===== config.mk =====
export PLATFORM = sky130hd
export DESIGN_NAME = spif_target_flat
export DESIGN_NICKNAME = d
export VERILOG_FILES = /design/src/rtl/spif_target_if.sv /design/src/rtl/spif_target.sv /design/src/flat_wrapper.sv
export SDC_FILE = /design/constraint.sdc
export NUM_CORES = 1
export LEC_CHECK = 0
export CAP_MARGIN = 15
export CORE_ASPECT_RATIO = 0.6
export CORE_MARGIN = 2
export CORE_UTILIZATION = 36
export DETAILED_ROUTE_END_ITERATION = 10
export GPL_TIMING_DRIVEN = 0
export RECOVER_POWER = 25
export SYNTH_ARGS = -nofsm -noshare
export SYNTH_HDL_FRONTEND = slang
export SYNTH_SLANG_ARGS = --single-unit

===== constraint.sdc =====
create_clock -name clk -period 1.8 [get_ports clk]
set_input_delay 0.18 -clock clk [delete_from_list [all_inputs] [get_ports clk]]
set_output_delay 0.18 -clock clk [all_outputs]
set_load 0.01 [all_outputs]

===== src/rtl/spif_target_if.sv =====
// SPI flash pins plus byte-wide backing-memory port of the spif_target responder.
// slave = the flash target side, master = the MCU/bench side.
interface spif_target_if #(parameter int ADDR_BITS = 16) ();
  logic                 sclk;
  logic                 cs_n;
  logic [3:0]           si;
  logic [3:0]           so;
  logic [3:0]           so_oe;
  logic [ADDR_BITS-1:0] mem_addr;
  logic                 mem_rd;
  logic [7:0]           mem_dout;
  logic                 mem_wr;
  logic [7:0]           mem_din;

  modport slave (
    input  sclk, cs_n, si, mem_dout,
    output so, so_oe, mem_addr, mem_rd, mem_wr, mem_din
  );

  modport master (
    output sclk, cs_n, si, mem_dout,
    input  so, so_oe, mem_addr, mem_rd, mem_wr, mem_din
  );
endinterface


===== src/rtl/spif_target.sv =====
// SPI NOR flash responder (mode 0) serving a byte RAM; sclk/cs_n are edge-detected in the clk domain.
// Define SPIF_TARGET_QUAD_EN to add command 0x6B (quad output fast read).
module spif_target #(
  parameter int          ADDR_BITS = 16,
  parameter logic [23:0] JEDEC_ID  = 24'hEF4016
) (
  input  logic         clk,
  input  logic         reset,
  spif_target_if.slave bus
);

  typedef enum logic [3:0] {
    S_IDLE, S_CMD, S_ADDR, S_DUMMY, S_READ, S_STATUS, S_ID, S_WRCMD, S_PROG, S_IGNORE
  } state_e;

  state_e               state_q, state_d;
  logic                 sclk_q, csn_q;
  logic [2:0]           bitcnt_q, bitcnt_d;
  logic [7:0]           shin_q, shin_d;
  logic [7:0]           buf_q, buf_d;
  logic [7:0]           shout_q, shout_d;
  logic [2:0]           obit_q, obit_d;
  logic [1:0]           bcnt_q, bcnt_d;
  logic [7:0]           cmd_q, cmd_d;
  logic                 quad_q, quad_d;
  logic                 wel_q, wel_d;
  logic [ADDR_BITS-1:0] addr_q, addr_d;
  logic [ADDR_BITS-1:0] mem_addr_q, mem_addr_d;
  logic                 mem_rd_q, mem_rd_d, rd_pend_q;
  logic                 mem_wr_q, mem_wr_d;
  logic [7:0]           mem_din_q, mem_din_d;
  logic [3:0]           so_q, so_d, so_oe_q, so_oe_d;

  logic       rise, fall, cs_fall, byte_done, prefetch;
  logic [7:0] byte_in;
  logic       unused_si;

  assign rise      = bus.sclk & ~sclk_q;
  assign fall      = ~bus.sclk & sclk_q;
  assign cs_fall   = ~bus.cs_n & csn_q;
  assign byte_in   = {shin_q[6:0], bus.si[0]};
  assign byte_done = rise && (bitcnt_q == 3'd7);
  assign unused_si = ^bus.si[3:1];

  always_comb begin
    state_d    = state_q;
    bitcnt_d   = bitcnt_q;
    shin_d     = shin_q;
    buf_d      = buf_q;
    shout_d    = shout_q;
    obit_d     = obit_q;
    bcnt_d     = bcnt_q;
    cmd_d      = cmd_q;
    quad_d     = quad_q;
    wel_d      = wel_q;
    addr_d     = addr_q;
    mem_addr_d = mem_addr_q;
    mem_rd_d   = 1'b0;
    mem_wr_d   = 1'b0;
    mem_din_d  = mem_din_q;
    so_d       = so_q;
    so_oe_d    = so_oe_q;
    prefetch   = 1'b0;

    // read data lands one clk after the strobe; it is always the next byte to send
    if (rd_pend_q) buf_d = bus.mem_dout;

    if (bus.cs_n) begin
      state_d  = S_IDLE;
      bitcnt_d = '0;
      so_d     = '0;
      so_oe_d  = '0;
      if (state_q == S_WRCMD) wel_d = (cmd_q == 8'h06);
      if (cmd_q == 8'h02 && (state_q == S_ADDR || state_q == S_PROG)) wel_d = 1'b0;
    end else if (state_q == S_IDLE) begin
      if (cs_fall) begin
        state_d  = S_CMD;
        bitcnt_d = '0;
      end
    end else begin
      if (rise) begin
        shin_d   = byte_in;
        bitcnt_d = bitcnt_q + 3'd1;
      end

      if (byte_done) begin
        case (state_q)
          S_CMD: begin
            cmd_d  = byte_in;
            quad_d = 1'b0;
            addr_d = '0;
            bcnt_d = '0;
            obit_d = '0;
            case (byte_in)
              8'h03, 8'h0B: state_d = S_ADDR;
              8'h05: begin
                state_d = S_STATUS;
                buf_d   = {6'b0, wel_q, 1'b0};
              end
              8'h9F: begin
                state_d = S_ID;
                buf_d   = JEDEC_ID[23:16];
              end
              8'h06, 8'h04: state_d = S_WRCMD;
              8'h02: state_d = wel_q ? S_ADDR : S_IGNORE;
`ifdef SPIF_TARGET_QUAD_EN
              8'h6B: begin
                state_d = S_ADDR;
                quad_d  = 1'b1;
              end
`endif
              default: state_d = S_IGNORE;
            endcase
          end
          S_ADDR: begin
            addr_d = ADDR_BITS'({addr_q, byte_in});
            bcnt_d = bcnt_q + 2'd1;
            if (bcnt_q == 2'd2) begin
              if (cmd_q == 8'h02) begin
                state_d = S_PROG;
              end else begin
                state_d    = (cmd_q == 8'h03) ? S_READ : S_DUMMY;
                mem_rd_d   = 1'b1;
                mem_addr_d = addr_d;
              end
            end
          end
          S_DUMMY: state_d = S_READ;
          S_PROG: begin
            mem_wr_d       = 1'b1;
            mem_din_d      = byte_in;
            mem_addr_d     = addr_q;
            addr_d[7:0]    = addr_q[7:0] + 8'd1;
          end
          default: ;
        endcase
      end

      // 0x06/0x04 only count when exactly eight bits were clocked
      if (rise && state_q == S_WRCMD) state_d = S_IGNORE;

      if (fall && (state_q == S_READ || state_q == S_STATUS || state_q == S_ID)) begin
        if (quad_q) begin
          so_oe_d = 4'b1111;
          if (!obit_q[0]) begin
            so_d     = buf_q[7:4];
            shout_d  = buf_q;
            prefetch = 1'b1;
          end else begin
            so_d = shout_q[3:0];
          end
          obit_d = obit_q ^ 3'd1;
        end else begin
          so_oe_d = 4'b0010;
          if (obit_q == 3'd0) begin
            so_d    = {2'b00, buf_q[7], 1'b0};
            shout_d = {buf_q[6:0], 1'b0};
            if (state_q == S_READ) prefetch = 1'b1;
            if (state_q == S_ID) begin
              case (bcnt_q)
                2'd0:    buf_d = JEDEC_ID[15:8];
                2'd1:    buf_d = JEDEC_ID[7:0];
                default: buf_d = 8'hFF;
              endcase
              if (bcnt_q != 2'd3) bcnt_d = bcnt_q + 2'd1;
            end
          end else begin
            so_d    = {2'b00, shout_q[7], 1'b0};
            shout_d = {shout_q[6:0], 1'b0};
          end
          obit_d = obit_q + 3'd1;
        end
      end

      if (prefetch) begin
        addr_d     = addr_q + ADDR_BITS'(1);
        mem_addr_d = addr_q + ADDR_BITS'(1);
        mem_rd_d   = 1'b1;
      end
    end
  end

  always_ff @(posedge clk) begin
    // pin samples are not reset so a transaction in flight is never mistaken for a new cs_n fall
    sclk_q <= bus.sclk;
    csn_q  <= bus.cs_n;
    if (reset) begin
      state_q    <= S_IDLE;
      bitcnt_q   <= '0;
      shin_q     <= '0;
      buf_q      <= '0;
      shout_q    <= '0;
      obit_q     <= '0;
      bcnt_q     <= '0;
      cmd_q      <= '0;
      quad_q     <= 1'b0;
      wel_q      <= 1'b0;
      addr_q     <= '0;
      mem_addr_q <= '0;
      mem_rd_q   <= 1'b0;
      rd_pend_q  <= 1'b0;
      mem_wr_q   <= 1'b0;
      mem_din_q  <= '0;
      so_q       <= '0;
      so_oe_q    <= '0;
    end else begin
      state_q    <= state_d;
      bitcnt_q   <= bitcnt_d;
      shin_q     <= shin_d;
      buf_q      <= buf_d;
      shout_q    <= shout_d;
      obit_q     <= obit_d;
      bcnt_q     <= bcnt_d;
      cmd_q      <= cmd_d;
      quad_q     <= quad_d;
      wel_q      <= wel_d;
      addr_q     <= addr_d;
      mem_addr_q <= mem_addr_d;
      mem_rd_q   <= mem_rd_d;
      rd_pend_q  <= mem_rd_q;
      mem_wr_q   <= mem_wr_d;
      mem_din_q  <= mem_din_d;
      so_q       <= so_d;
      so_oe_q    <= so_oe_d;
    end
  end

  assign bus.so       = so_q;
  assign bus.so_oe    = so_oe_q;
  assign bus.mem_addr = mem_addr_q;
  assign bus.mem_rd   = mem_rd_q;
  assign bus.mem_wr   = mem_wr_q;
  assign bus.mem_din  = mem_din_q;

endmodule


===== src/flat_wrapper.sv =====
// flat-port wrapper written by rule: the top's interface ports become plain ports
module spif_target_flat 
#(
  parameter int          ADDR_BITS = 16,
  parameter logic [23:0] JEDEC_ID  = 24'hEF4016
)
  (clk, reset, bus_sclk, bus_cs_n, bus_si, bus_mem_dout, bus_so, bus_so_oe, bus_mem_addr, bus_mem_rd, bus_mem_wr, bus_mem_din);
  spif_target_if #(.ADDR_BITS(ADDR_BITS)) bus_i ();
  input  logic clk;
  input  logic reset;
  input wire logic [$bits(bus_i.sclk)-1:0] bus_sclk;
  input wire logic [$bits(bus_i.cs_n)-1:0] bus_cs_n;
  input wire logic [$bits(bus_i.si)-1:0] bus_si;
  input wire logic [$bits(bus_i.mem_dout)-1:0] bus_mem_dout;
  output wire logic [$bits(bus_i.so)-1:0] bus_so;
  output wire logic [$bits(bus_i.so_oe)-1:0] bus_so_oe;
  output wire logic [$bits(bus_i.mem_addr)-1:0] bus_mem_addr;
  output wire logic [$bits(bus_i.mem_rd)-1:0] bus_mem_rd;
  output wire logic [$bits(bus_i.mem_wr)-1:0] bus_mem_wr;
  output wire logic [$bits(bus_i.mem_din)-1:0] bus_mem_din;
  assign bus_i.sclk = bus_sclk;
  assign bus_i.cs_n = bus_cs_n;
  assign bus_i.si = bus_si;
  assign bus_i.mem_dout = bus_mem_dout;
  assign bus_so = bus_i.so;
  assign bus_so_oe = bus_i.so_oe;
  assign bus_mem_addr = bus_i.mem_addr;
  assign bus_mem_rd = bus_i.mem_rd;
  assign bus_mem_wr = bus_i.mem_wr;
  assign bus_mem_din = bus_i.mem_din;
  spif_target #(.ADDR_BITS(ADDR_BITS), .JEDEC_ID(JEDEC_ID)) u_core (.clk(clk), .reset(reset), .bus(bus_i));
endmodule

Word level (Yosys, flattened, before mapping)

Cells that the tools add are included.

Output and inout port bits: 34
Input port bits: 16
Logic and storage cells: 154
Bits in read-only memories: 0
Register bits: 94
Latch bits: 0
Memories kept: 0
RAM bits: 0

Mux-type cells: 56
$add $sub $neg: 5
Shift operators: 0
Div/mod/pow operators: 0
Multiply operators: 0
Equality and inequality tests: 26
Order comparisons: 0
Bitwise logic cells: 8
Reduce and logical (&&, ||, !) cells: 38

Operators with widths:

| kind                                           | number |
|---|---|
| 2-to-1 mux 16 bit                              | 6 |
| 2-to-1 mux 8 bit                               | 9 |
| one-hot mux 8 bit (2 select lines)             | 3 |
| == test 8 x 2 -> 1 bit (second input constant) | 4 |
| == test 8 x 3 -> 1 bit (second input constant) | 4 |
| one-hot mux 16 bit (2 select lines)            | 1 |
| 2-to-1 mux 4 bit                               | 7 |
| one-hot mux 8 bit (3 select lines)             | 1 |
| AND reduction 4 bit                            | 6 |
| 2-to-1 mux 3 bit                               | 7 |
| one-hot mux 4 bit (5 select lines)             | 1 |
| adder 16 x 1 -> 16 bit (second input constant) | 1 |
| == test 4 x 3 -> 1 bit (second input constant) | 4 |
| 2-to-1 mux 1 bit                               | 13 |
| 2-to-1 mux 2 bit                               | 6 |
| one-hot mux 4 bit (3 select lines)             | 1 |
| nonzero test 2 bit                             | 5 |
| nonzero test 3 bit                             | 3 |
| adder 8 x 1 -> 8 bit (second input constant)   | 1 |
| == test 4 x 2 -> 1 bit (second input constant) | 2 |
| == test 8 x 4 -> 1 bit (second input constant) | 1 |
| == test 8 bit (second input constant)          | 1 |
| AND reduction 2 bit                            | 4 |
| adder 3 x 1 -> 3 bit (second input constant)   | 2 |
| 25 further kinds                               | 40 |

Logic depth before layout (Yosys ltp)

Gate-level depths: netlist of the first run.

Depth in word-level cells: 9
Mapped depth: 9
Depth with buffers taken out: 7

Least setup slack after synthesis of the first run

Ideal clock, no wire load.

Path kind: flip-flop to flip-flop
From: reg u_core.bitcnt_q[0]
To: reg u_core.mem_addr_q[13] (netlist: u_core.bus.mem_addr[13])
Library setup time: 133 ps
Required time: 1667 ps
Setup slack: -240 ps
Period minus slack after synthesis: 2040 ps
Stages on the path, launching flop included: 9
Buffers on the path: 2
Arrival time: 1907 ps
Path through: dfxtp_1 ha_1 ha_1 nand3b_4 or3_1 a211oi_2 buf_4 buf_4 o32ai_2

Longest elaborated chain between the ends: 4

Ends and longest elaborated chain:

| what                                 | line               | text |
|---|---|---|
| start, declared                      | spif_target.sv:18  | `logic [2:0] bitcnt_q, bitcnt_d;` |
| start signal, assigned               | spif_target.sv:208 | `bitcnt_q <= bitcnt_d;` |
| == test 3 bit                        | spif_target.sv:42  | `assign byte_done = rise && (bitcnt_q == 3'd7);` |
| logical AND 1 bit                    | spif_target.sv:42  |  |
| nonzero test 2 bit (no source line)  | --                 |  |
| AND reduction 6 bit (no source line) | --                 |  |
| end signal, assigned                 | spif_target.sv:218 | `mem_addr_q <= mem_addr_d;` |
| end, declared                        | spif_target.sv:28  | `logic [ADDR_BITS-1:0] mem_addr_q, mem_addr_d;` |

Every way passes these cells.
A chain may end at the register's enable or synchronous reset.

Final worst setup path of the first run

From: reg u_core.bitcnt_q[0]
To: reg u_core.mem_addr_q[1] (netlist: u_core.bus.mem_addr[1])

The elaborated chain is that of the path after synthesis.

==> results of run 1 <==
[Yosys cell counts, types with 4 or more instances]
library cell  instances
a21oi_1              47
a221oi_1              5
a22oi_1               6
a311oi_1              7
and2_1                4
and3_1                7
and4_1                4
buf_2                 8
buf_4                 9
clkbuf_1             37
dfxtp_1              90
ha_1                 10
inv_1                14
mux2i_1              32
nand2_1              65
nand2b_1             11
nand3_1              18
nand4_1              11
nor2_1               66
nor2b_1               6
nor3_1               11
nor4_1                6
o211ai_1              8
o21ai_0              23
o21ai_1               6
o221ai_1              7
o22ai_1               8
o32ai_1               8
o32ai_2               5
or3_1                 7
[what timing repair did]
item / in CTS / in global routing
setup endpoints to repair: 80 / 83
pin swaps: 31 / 29
gates cloned: 1 / 2
gates resized for setup: 109 / 76
hold buffers: 0 / 0
buffers inserted: 41 / 16
[kinds of logic after synthesis]
family,after synthesis,synth area share [%]
buffers and inverters,70,6.11
xor gates and xnor gates,4,0.698
DFF,90,35.9
other,1,0.0747
and+or+nand+nor,239,24.7
adders and majority gates,10,2.49
AOI/OAI and AO/OA,165,23.5
muxes,33,6.61
[power breakdown]
| part | switching [mW] | internal, mW |
|---|---|---|
| Clock | 0.884 | 1.23 |
| Sequential | 0.00729 | 1.98 |
| Combinational | 0.119 | 0.0572 |
| Total | 1.01 | 3.27 |
[cells in the final DEF, fill, tap and decap left out, types with 8 or more instances in the layout]
cell,n
nand3_1,15
o21ai_2,8
nand4_1,11
mux2i_1,32
clkbuf_16,11
nand2_1,64
buf_6,18
o21ai_0,10
buf_4,48
nor2_1,60
o211ai_1,8
clkdlybuf4s50_1,39
dfxtp_1,77
a21oi_1,41
o21ai_1,8
inv_1,14
nand2b_1,10
clkbuf_1,11
[state kept, by name (all words and copies together), names as in the netlist]
register,cells
u_core.buf_q,8
u_core.bitcnt_q,3
u_core.bus.mem_din,8
u_core.rd_pend_q,1
u_core.sclk_q,1
u_core.cmd_q,8
u_core.bcnt_q,2
u_core.obit_q,3
u_core.shin_q,7
u_core.bus.so,1
u_core.bus.mem_wr,1
u_core.bus.mem_addr,16
u_core.addr_q,16
u_core.state_q,4
u_core.wel_q,1
u_core.shout_q,7
u_core.bus.mem_rd,1
u_core.csn_q,1
u_core.bus.so_oe,1
[path summary, 6_finish.rpt]
path	slack, ns	cells after the start	from	endpoint
worst max-delay path	-0.27	10	u_core.bitcnt_q[0]	u_core.bus.mem_addr[1]
worst min-delay path	0.45	2	u_core.bus.mem_addr[11]	u_core.bus.mem_addr[11]
worst max register to register	-0.27	10	u_core.bitcnt_q[0]	u_core.bus.mem_addr[1]
worst min register to register	0.45	2	u_core.bus.mem_addr[11]	u_core.bus.mem_addr[11]
[critical path: stages, from the launching register on]
cell      delay, ns
dfxtp_2        0.36
ha_4           0.14
ha_4           0.13
nand3b_4       0.08
or3_4          0.38
a211oi_4       0.21
buf_6          0.15
buf_8          0.12
buf_6          0.10
o211ai_1       0.17
a21oi_1        0.17
[area by class of cell]
class | instances | area, um2
timing repair buffer | 98 | 967
sequential | 90 | 1830
clock buffer | 9 | 225
multi-input combinational | 457 | 3450
clock inverter | 7 | 100
tap | 175 | 219
fill | 1233 | 6480
inverter | 14 | 52.6
buffer | 42 | 298
[metal layers]
| layer | global-route usage [%] | routed length, um | share of wire, % | vias to the layer above |
|---|---|---|---|---|
| li1 | - | - | - | 2426 |
| met1 | 35.1 | 8450 | 47 | 2552 |
| met2 | 35.5 | 7380 | 41 | 297 |
| met3 | 8.91 | 2090 | 12 | 29 |
| met4 | 5.28 | 202 | 1.1 | 0 |
| met5 | 0 | 0 | 0 | - |
==> results.py, run 1 <==
metrics = {
    "synthesis": {
        "ys.warnings.count": 0,
        "netlist_area_um2": 5020,
        "ys.flop_type": "dfxtp_1",
        "synth_largest_area_cell": "dfxtp_1",
        "seq_area_frac_synth_pct": 35.9,
        "synth_edf_count": 0,
        "synth_cells": 612,
        "ys_seq_elements": 90,
        "yosysTopAreaCellShare_pct": 35.9,
        "synthDistinctLibCells": 71,
        "synth_area_leaders": "dfxtp_1, mux2i_1, nor2_1",
        "syn_area_per_cell_um2": 8.20,
        "synth-async-reset-ratio_pct": 0,
    },
    "floorplan": {
        "die-area_um2": 14900,
        "die_y_um": 95.5,
        "die_w_um": 156,
        "core_um2": 13600,
        "io_pins": 50,
        "row_count": 33,
        "start_util_pct": 36.8,
    },
    "status": {
        "violations": "setup timing",
        "outcome": "finished, violations left",
    },
    "sta": {
        "period_share_pct": 115,
        "drv_slew": 0,
        "worstMarginPinSlew_ns": 0.819,
        "min_period_ns": 2.07,
        "rsz0062_at_grt": "yes",
        "fin_tns_setup_ns": -6.56,
        "skew_ns": 0.0111,
        "relSlewSlack_pct": 45.4,
        "worst_slack_ns": -0.269,
        "hold_viol": 0,
        "whs_ns": 0.455,
        "fmax_mhz": 483,
        "setup_violations": 57,
    },
    "layout": {
        "fin_area_um2": 7150,
        "syn2layout_area_growth_pct": 42.4,
        "final_core_util_pct": 52.5,
        "fin_cells": 892,
        "diodes": 0,
        "drive_above_1_share_pct": 29.4,
        "final_nets": 738,
    },
    "cts": {
        "cts_max_level": 3,
        "clk_pin_slew_ns": 0.07,
        "root_buffer": "clkbuf_16",
        "cts_made_buffers": 9,
        "clk_latency_ns": 0.36,
        "tritoncts": "built",
        "clockBufferDepth": 2,
        "cts.sink_count": 90,
    },
    "global_routing": {
        "antenna_found_initial": 0,
        "grt_pass1_wl_um": 27900,
        "overflow": 0,
        "grt_pass1_vias": 4989,
        "grt_use_total_pct": 24.7,
        "grt_max_degree": 17,
    },
    "pwr": {
        "irDropWorstVdd_mv": 0.429,
        "power.total_mw": 4.28,
        "p_leak_nw": 2.41,
        "powerDensity_nw_per_um2": 599,
    },
    "worst_setup_path": {
        "crit_arrival_ns": 2.36,
        "worstPathMaxFanout": 7,
        "cp-end-kind": "flip-flop",
        "cp.required_ns": 2.09,
        "start_kind": "flip-flop",
        "worstSetupPathType": "reg2reg",
    },
    "placed_design": {
        "portBuffers": 39,
        "gp_congestion": 0.952,
        "dp_slack_ns": -0.985,
        "dpl.hpwl_um": 12000,
        "placedCellCount": 831,
        "dpl_cell_area_um2": 5720,
    },
    "drt": {
        "drc": 0,
        "antenna_left": 0,
        "routed_wirelength_um": 18100,
        "drt_iter0_drc": 503,
        "dr.pass1.iters": 5,
        "wl_per_cell_um": 20.3,
        "via_count": 5304,
        "vias_per_cell": 5.95,
    },
    "run": {
        "max-cap-violations": 0,
    },
    "hold_path": {
        "worstHoldPathType": "reg2reg",
    },
}
Note: power is estimated with default switching activity, not from simulation.
==> run 2, diff against run 1 <==
Settings changed: CELL_PAD_IN_SITES_DETAIL_PLACEMENT from default to 1, CELL_PAD_IN_SITES_GLOBAL_PLACEMENT from default to 2, CORE_UTILIZATION 36 to 31, PLACE_DENSITY_LB_ADDON from default to 0.1.
==> run 2 against run 1 <==
  * The run still ends with setup timing left
  * Total power is 0.49% higher
  * Routed wire length up 14%
  * Utilization down 5.9 points
  * Critical endpoint is now u_core.addr_q[6]
  * Largest cell class unchanged
  * Largest power group unchanged
  * Highest routed layer unchanged
==> results.py, run 2 (synthesis results as in run 1) <==
metrics = {
    "layout": {
        "fin_cells": 912,
        "mostFrequentLayoutCells": "dfxtp_1, nand2_1, nor2_1",
        "final_common_cell": "dfxtp_1",
        "drive_above_1_share_pct": 32.0,
        "regArea_um2": 1840,
        "final_nets": 731,
        "diodes": 0,
        "fillers": 1775,
        "multi_input_area_um2": 3580,
        "syn2layout_area_growth_pct": 44.6,
    },
    "status": {
        "violations": "setup timing",
        "outcome": "finished, violations left",
    },
    "run": {
        "max-cap-violations": 0,
    },
    "floorplan": {
        "die_y_um": 103,
        "die_w_um": 168,
        "core_um2": 15600,
        "start_util_pct": 32.2,
        "die-area_um2": 17300,
        "row_count": 35,
        "io_pins": 50,
    },
    "pwr": {
        "combinationalPowerShare_pct": 4.2,
        "powerDensity_nw_per_um2": 593,
        "p_leak_nw": 2.43,
        "p_int_mw": 3.26,
        "clock_power_share_pct": 49.4,
        "irDropWorstVdd_mv": 0.311,
        "p_sw_share_pct": 24.2,
        "seq_power_share_pct": 46.3,
        "p_sw_mw": 1.04,
    },
    "drt": {
        "vias_per_cell": 5.75,
        "drc": 0,
        "drt_iter0_drc": 388,
        "wl_per_cell_um": 22.7,
        "routed_wirelength_um": 20700,
        "antenna_left": 0,
        "via_count": 5243,
        "dr.pass1.iters": 5,
    },
    "worst_setup_path": {
        "crit_arrival_ns": 2.31,
        "start_kind": "flip-flop",
        "cp-end-kind": "flip-flop",
        "cp.required_ns": 2.00,
        "worstSetupPathType": "reg2reg",
        "worstPathMaxFanout": 7,
    },
    "global_routing": {
        "antenna_found_initial": 0,
        "overflow": 0,
        "grt_pass1_vias": 5324,
        "grt_max_degree": 16,
        "grt_use_total_pct": 24.4,
        "grt_pass1_wl_um": 32000,
    },
    "cts": {
        "cts_max_level": 3,
        "clk_latency_ns": 0.35,
        "clockBufferDepth": 2,
        "cts.sink_count": 90,
        "cts_made_buffers": 9,
        "root_buffer": "clkbuf_16",
        "clk_pin_slew_ns": 0.07,
        "tritoncts": "built",
    },
    "sta": {
        "hold_viol": 0,
        "min_period_ns": 2.11,
        "period_share_pct": 117,
        "fin_tns_setup_ns": -7.47,
        "skew_ns": 0.00580,
        "drv_slew": 0,
        "worst_slack_ns": -0.307,
        "whs_ns": 0.230,
        "rsz0062_at_grt": "yes",
        "fmax_mhz": 475,
        "worstMarginPinSlew_ns": 1.01,
        "setup_violations": 53,
        "relSlewSlack_pct": 32.5,
    },
    "placed_design": {
        "portBuffers": 39,
        "placedCellCount": 859,
        "gp_congestion": 0.866,
        "dpl.hpwl_um": 13900,
    },
    "hold_path": {
        "worstHoldPathType": "in2reg",
    },
}
## run 2: changes by cell type in the layout (fill, tap and decap cells not counted), sizes merged
cell           previous run  this run
buf                      75        70
dlygate4sd3               0        10
clkdlybuf4s50            39        27
clkbuf                   35        34
dlygate4sd2               0         1
clkinv                    0         1
clkinvlp                  3         2
inv                      16        15
## run 2: layout make-up
type | count | area share, %
Clock inverter | 6 | 1.24
Buffer | 44 | 4.84
Tap cell | 203 | 3.50
Multi-Input combinational cell | 457 | 49.4
Inverter | 14 | 0.741
Sequential cell | 90 | 25.3
Clock buffer | 9 | 3.10
Timing Repair Buffer | 89 | 11.8
## run 2: routing by layer
layer	global-route usage, %	vias up	share of wire [%]	routed length [um]
met1	35.8	2648	51	10600
met4	5.04	0	0.84	173
met2	37.3	165	42	8660
met3	4.80	16	6.3	1300
li1	-	2414	-	-
met5	0	-	0	0
## run 2: worst max-delay path, stage by stage, from the launching register on
cell      delay, ns
dfxtp_2        0.36
ha_4           0.14
ha_4           0.13
nand3b_4       0.09
buf_4          0.15
buf_6          0.12
nor4_4         0.30
o31ai_4        0.11
buf_6          0.17
buf_8          0.14
a21oi_4        0.14
o32ai_4        0.09
## run 2: path summary, 6_finish.rpt
kind	endpoint	cells past startpoint	slack, ns	start
worst min-delay path	u_core.sclk_q	1	0.23	bus_sclk
worst min register to register	u_core.bus.mem_addr[11]	2	0.46	u_core.bus.mem_addr[11]
worst max-delay path	u_core.addr_q[6]	11	-0.31	u_core.bitcnt_q[0]
worst max register to register	u_core.addr_q[6]	11	-0.31	u_core.bitcnt_q[0]
## run 2: what timing repair did
action,in CTS,in global routing
setup buffers,35,14
pin swaps,42,35
gates resized for setup,149,72
hold buffers,0,0
setup endpoints to repair,82,68
gates cloned,4,0
hold endpoints to repair,0,0
## run 2: per-stage QoR
stage / utilization (%) / total power [mW] / setup slack [ns] / cell area [um2]
finish: 46.5 / 4.30 / -0.307 / 7260
global route: 46.5 / 4.43 / -0.358 / 7260
CTS: 44.6 / 4.34 / -0.250 / 6960
detailed placement: 36.9 / 2.20 / -1.09 / 5760
global placement: 36.9 / 2.20 / -1.00 / 5760
floorplan: - / 2.13 / -0.136 / 5110
## run 2: power groups by stage
stage	combinational [mW]	clock, mW	sequential [mW]
floorplan	0.0838	0	2.04
global placement	0.156	0	2.05
detailed placement	0.158	0	2.05
CTS	0.173	2.17	1.99
global route	0.195	2.24	1.99
finish	0.182	2.13	1.99
==> run 3, diff against run 2 <==
Settings changed: GPL_ROUTABILITY_DRIVEN from default to 0, HOLD_SLACK_MARGIN from default to 0.05.
==> results of run 3 <==
Same layout as run 2: the final DEF is identical, and so are final timing and power.
